<file path="config.mk">
export PLATFORM = sky130hd
export DESIGN_NAME = pipe_stage_reg
export DESIGN_NICKNAME = d
export VERILOG_FILES = /design/src/rtl/pipe_stage_reg.sv
export SDC_FILE = /design/constraint.sdc
export NUM_CORES = 1
export LEC_CHECK = 0
export ABC_AREA = 1
export CAP_MARGIN = 20
export CORE_ASPECT_RATIO = 1.2
export CORE_MARGIN = 1
export CORE_UTILIZATION = 45
export DETAILED_ROUTE_END_ITERATION = 6
export GPL_ROUTABILITY_DRIVEN = 0
export PLACE_DENSITY_LB_ADDON = 0.3
export SLEW_MARGIN = 20
export SYNTH_ARGS = -nofsm -noshare
export SYNTH_HDL_FRONTEND = slang
export SYNTH_SLANG_ARGS = --single-unit
export TNS_END_PERCENT = 100
</file>
<file path="constraint.sdc">
create_clock -name clock -period 6.2 [get_ports clock]
set_input_delay 1.24 -clock clock [delete_from_list [all_inputs] [get_ports clock]]
set_output_delay 1.24 -clock clock [all_outputs]
set_load 0.01 [all_outputs]
</file>
<file path="src/rtl/pipe_stage_reg.sv">
// pipe_stage_reg: one register stage between two pipeline stages.
// It uses a valid/ready handshake and has an optional second (skid) entry,
// so that in_ready can come from a register. It also supports a flush and a
// hazard-unit stall. Control payload is zeroed whenever the head entry is a
// bubble, so downstream enables never fire on stale data.
module pipe_stage_reg #(
    parameter int DATA_W = 32,
    parameter int CTRL_W = 16,
    parameter int SKID   = 1
) (
    input  logic              clock,
    input  logic              nreset,
    input  logic              in_valid,
    output logic              in_ready,
    input  logic [DATA_W-1:0] in_data,
    input  logic [CTRL_W-1:0] in_ctrl,
    output logic              out_valid,
    input  logic              out_ready,
    output logic [DATA_W-1:0] out_data,
    output logic [CTRL_W-1:0] out_ctrl,
    input  logic              stall,
    input  logic              flush,
    output logic [1:0]        occupancy
);

    logic              main_valid;
    logic [DATA_W-1:0] main_data;
    logic [CTRL_W-1:0] main_ctrl;
    logic              skid_valid;
    logic [DATA_W-1:0] skid_data;
    logic [CTRL_W-1:0] skid_ctrl;
    logic              accept;
    logic              issue;

    // Ready: in skid mode this depends only on held state; otherwise it allows a same-cycle replacement.
    always_comb begin
        if (SKID != 0)
            in_ready = nreset && !flush && !skid_valid;
        else
            in_ready = nreset && !flush && (!main_valid || (out_ready && !stall));
    end

    // Output view of the head entry; all zeros while reset is held, ctrl masked on bubbles.
    always_comb begin
        out_valid = nreset && main_valid;
        out_data  = nreset ? main_data : '0;
        out_ctrl  = out_valid ? main_ctrl : '0;
        occupancy = nreset ? ({1'b0, main_valid} + {1'b0, skid_valid}) : 2'd0;
    end

    // Handshake events; a flushed head is never counted as issued.
    always_comb begin
        accept = in_valid && in_ready;
        issue  = out_valid && out_ready && !stall && !flush;
    end

    // Entry storage: strict FIFO of head plus skid; reset beats flush, and flush beats everything else.
    always_ff @(posedge clock) begin
        if (!nreset) begin
            main_valid <= 1'b0;
            main_data  <= '0;
            main_ctrl  <= '0;
            skid_valid <= 1'b0;
            skid_data  <= '0;
            skid_ctrl  <= '0;
        end else if (flush) begin
            main_valid <= 1'b0;
            skid_valid <= 1'b0;
        end else if (issue) begin
            if (skid_valid) begin
                // Skid is full, so nothing was accepted; promote the older entry.
                main_data  <= skid_data;
                main_ctrl  <= skid_ctrl;
                skid_valid <= 1'b0;
            end else if (accept) begin
                main_data <= in_data;
                main_ctrl <= in_ctrl;
            end else begin
                main_valid <= 1'b0;
            end
        end else if (accept) begin
            if (!main_valid) begin
                main_valid <= 1'b1;
                main_data  <= in_data;
                main_ctrl  <= in_ctrl;
            end else if (SKID != 0) begin
                skid_valid <= 1'b1;
                skid_data  <= in_data;
                skid_ctrl  <= in_ctrl;
            end
        end
    end

endmodule

</file>
# == Yosys cells after proc, flatten, opt, wreduce, memory -nomap -nowiden ==
# Index checks and enable logic that the tools add are counted.
# op_classes
reduce_logical,18
eq_ne,3
add_sub_neg,1
muxes,17
bitwise,3
# ops
cell,count
$mux 32,6
$mux 16,6
$reduce_and 4->1,2
$logic_and 1x1->1,7
$mux 1,4
$ne 2x2->1 const B,2
$reduce_bool 2->1,2
$logic_not 1->1,3
$not 1->1,3
$reduce_and 3->1,1
$reduce_or 3->1,1
$add 1x1->2,1
$mux 2,1
$ne 2x1->1 const B,1
$reduce_and 2->1,1
$reduce_or 2->1,1
# word_totals
word_cells,48
regBits,98
output_inout_bits,52
input_bits,54

# == Longest topological paths before layout ==
# depth
word_depth,7
depth_mapped,12
mapped_depth_nobuf,10

# == Worst setup path before layout ==
# No wires, ideal clock.
# synth_path
kind,input port to output port
from,input port nreset
to,output port out_data[0]
t_required_ns,4.960
path_buffers,3
setup_slack_ns,2.887
cell_stages,5
t_arrival_ns,2.073
path_cell_list,buf_4 -> clkbuf_1 -> clkbuf_1 -> nand2_1 -> inv_1
# synth_via
elab_chain_len,1
# synth_lines
item,line_no,text
start: declaration,12,"input logic nreset,"
$mux 32,46,out_data = nreset ? main_data : '0;
end: declaration,19,"output logic [DATA_W-1:0] out_data,"
# Every way passes these cells.

# == Worst setup path in the final report ==
# layout_path
from,input port nreset
to,output port out_data[31]
# The elaborated chain is that of the path after synthesis.

==> flow_metrics.py <==
metrics = {
    "drt": {
        "ant_nets": 0,
        "drt-total-wl_um": 13000,
        "post_drt_wl_per_cell_um": 11.1,
        "drtIter0Drc": 255,
        "drc": 0,
        "firstDrtPassIters": 5,
        "vias_per_cell": 4.63,
        "vias": 5419,
    },
    "logic_synthesis": {
        "ys_ff_latch": 98,
        "syn_inst": 948,
        "yosysWarnings": 0,
        "syn_area_mm2": 0.00540,
        "avgSynthCellArea_um2": 5.70,
        "synth.distinct_cells": 20,
        "synth-seq-area-share": 0.363,
        "mappedNetlistNets": 1004,
    },
    "sta": {
        "clock_skew_ns": 0.00665,
        "fmax_mhz": 238,
        "finalSetupViolCount": 0,
        "slew_viol_final": 0,
        "rsz0062_at_grt": "false",
        "slew_headroom": 0.285,
        "final_hold_viol_count": 0,
        "timing.final.crit_period_ns": 4.20,
        "finalCritPeriodShare": 0.678,
        "hold_ws_ns": 0.482,
        "worst_pin_slew_ns": 1.07,
        "tns_ns": 0,
    },
    "worst_setup_path": {
        "crit_chain": "buf_4 -> buf_4 -> nand2_1 -> inv_1 -> clkdlybuf4s50_1",
        "max_stage_delay_ns": 0.53,
        "crit_arrival_ns": 2.96,
        "worst_ep_required_time_ns": 4.96,
        "cp_slowest_cell": "clkdlybuf4s50_1",
        "reg2reg_to": "main_data[0]",
        "end_kind": "primary output",
        "critPathKind": "primary input to primary output",
        "cpLargestDelayFamily": "buffers and inverters",
        "reg2reg_slack_ns": 2.93,
        "r2r_cells": 7,
        "critPathMostFrequentCell": "buf_4",
        "startpoint_type": "primary input",
        "cp_num_buf_inv": 4,
        "crit_fanout": 59,
        "crit_start": "nreset",
        "r2r-start": "skid_valid",
    },
    "floorplan": {
        "die_area_mm2": 0.0124,
        "core_area_mm2": 0.0116,
        "die_w_um": 102,
        "die_height_um": 122,
        "rows": 43,
        "ios": 106,
        "start_util": 0.465,
    },
    "cts": {
        "cts_tree": "yes",
        "cts_buffer_depth": 2,
        "clockRootBuffer": "clkbuf_16",
        "clk_latency_ns": 0.34,
        "h-tree-depth": 3,
        "ctsResizeCount": 0,
        "clk_pin_slew_ns": 0.07,
        "holdBufCountCts": 0,
        "post_cts_buffers": 0,
        "cts_sinks": 98,
        "cts-buffers-inserted": 9,
    },
    "power_and_ir_drop": {
        "pwr-share-seq": 0.499,
        "power-per-cell-area_mw_per_mm2": 190,
        "p_clk_frac": 0.408,
        "total_switching_power_uw": 306,
        "comb_power_share": 0.093,
        "swShare": 0.240,
        "p_int_uw": 968,
        "finalPower_uw": 1270,
        "max-vdd-ir-drop_v": 0.000129,
        "p_leak_uw": 0.00343,
    },
    "cells_and_area": {
        "area_growth_pct": 23.9,
        "diodes": 0,
        "stdcell_count": 1171,
        "drive_gt1_frac": 0.0335,
        "num-fill-cells": 1223,
        "fin_nets": 1065,
        "stdcell_area_mm2": 0.00669,
    },
    "min_path": {
        "whs_endpoint": "skid_data[26]",
        "hold_depth": 2,
        "min_path_type": "flop to flop",
        "min-delay-start": "skid_data[26]",
    },
    "global_route": {
        "grt_max_degree": 97,
        "grt_pass1_wl_um": 21500,
        "grt_util_all_layers": 0.217,
        "antenna_found_initial": 0,
        "grt_pass1_vias": 4534,
        "overflow": 0,
    },
    "run_status": {
        "status": "completed",
    },
    "placement": {
        "dp.cells": 1154,
        "io_buffer_count": 105,
        "placed_cell_area_mm2": 0.00640,
        "post-dp-hpwl_um": 7680,
    },
    "job": {
        "maxCapViolCount": 0,
    },
}
## state kept, by name, summed over array words and instances (netlist names)
register    count
skid_valid      1
skid_ctrl      16
main_data      32
skid_data      32
main_ctrl      16
main_valid      1
## cell families after synthesis
group	share of synthesized area
buffers and inverters	0.120
flip-flops	0.363
adder cells (fa/ha/maj)	0.00463
AO/OA/AOI/OAI	0.0484
AND/OR/NAND/NOR	0.463
## Yosys cell counts (all sizes together)
master | n | area (um2)
a21oi | 1 | 5.00
dfxtp | 98 | 1960
nand2 | 378 | 1430
buf | 28 | 176
clkbuf | 34 | 128
o21ai | 50 | 250
nor3 | 1 | 10.0
inv | 92 | 345
nand3 | 50 | 255
ha | 2 | 25.0
o22ai | 1 | 6.26
nor2 | 213 | 807
## area by class of cell
class	instances	area, um2	share of cell area
Multi-Input combinational cell	696	2800	0.418
Sequential cell	98	1960	0.293
Timing Repair Buffer	112	1110	0.166
Inverter	92	345	0.0516
Clock buffer	11	243	0.0363
Tap cell	157	196	0.0294
Clock inverter	5	30.0	0.00449
## worst reg2reg max path, delay by kind of cell (launching register included)
family	cells	cell delay [ns]
AOI/OAI and AO/OA	1	0.36
DFF	1	1.04
and+or+nand+nor	4	0.74
buffers and inverters	2	1.07
## how the worst max path moves through the flow
stage,end,slack [ns],depth (start not counted)
6_report,out_data[31],2.00,5
5_1_grt,out_data[31],1.85,5
4_1_cts,out_data[31],2.00,5
3_5_place_dp,out_data[31],1.99,5
3_3_place_gp,out_data[27],2.00,5
2_1_floorplan,out_data[0],2.89,5
## power by group through the flow
stage	combinational (uW)	sequential, uW	clock (uW)
final	118	636	520
after global routing	133	636	562
after CTS	118	636	532
after detailed placement	117	650	0
after global placement	117	650	0
after floorplan	61.9	649	0
## through the flow
step	utilization	setup slack (ns)
floorplan	-	2.89
global placement	0.550	2.00
detailed placement	0.550	1.99
CTS	0.574	2.00
global route	0.576	1.85
finish	0.576	2.00
## cell usage in the layout, fill, tap and decap left out
cell type,instances
a21oi_1,1
buf_12,1
clkbuf_1,1
clkinv_2,3
inv_1,88
nand3_4,1
buf_4,7
nand2_2,2
nor3_2,1
nand2_1,375
nor2_4,1
o21ai_1,9
clkdlybuf4s50_1,104
clkinvlp_4,2
ha_1,2
o22ai_1,1
clkbuf_8,1
dfxtp_2,1
nand3_1,49
o21ai_0,41
nor2_1,212
nand2_4,1
inv_2,4
clkbuf_16,9
dfxtp_1,97
## layer usage
metal	GRT usage	share of wire	vias up
met1	0.288	0.48	2337
met4	0.0714	0.012	0
met3	0.0413	0.054	12
met2	0.349	0.46	139
met5	0	0	-
li1	-	-	2931
Note: power is estimated with default switching activity, not from simulation.
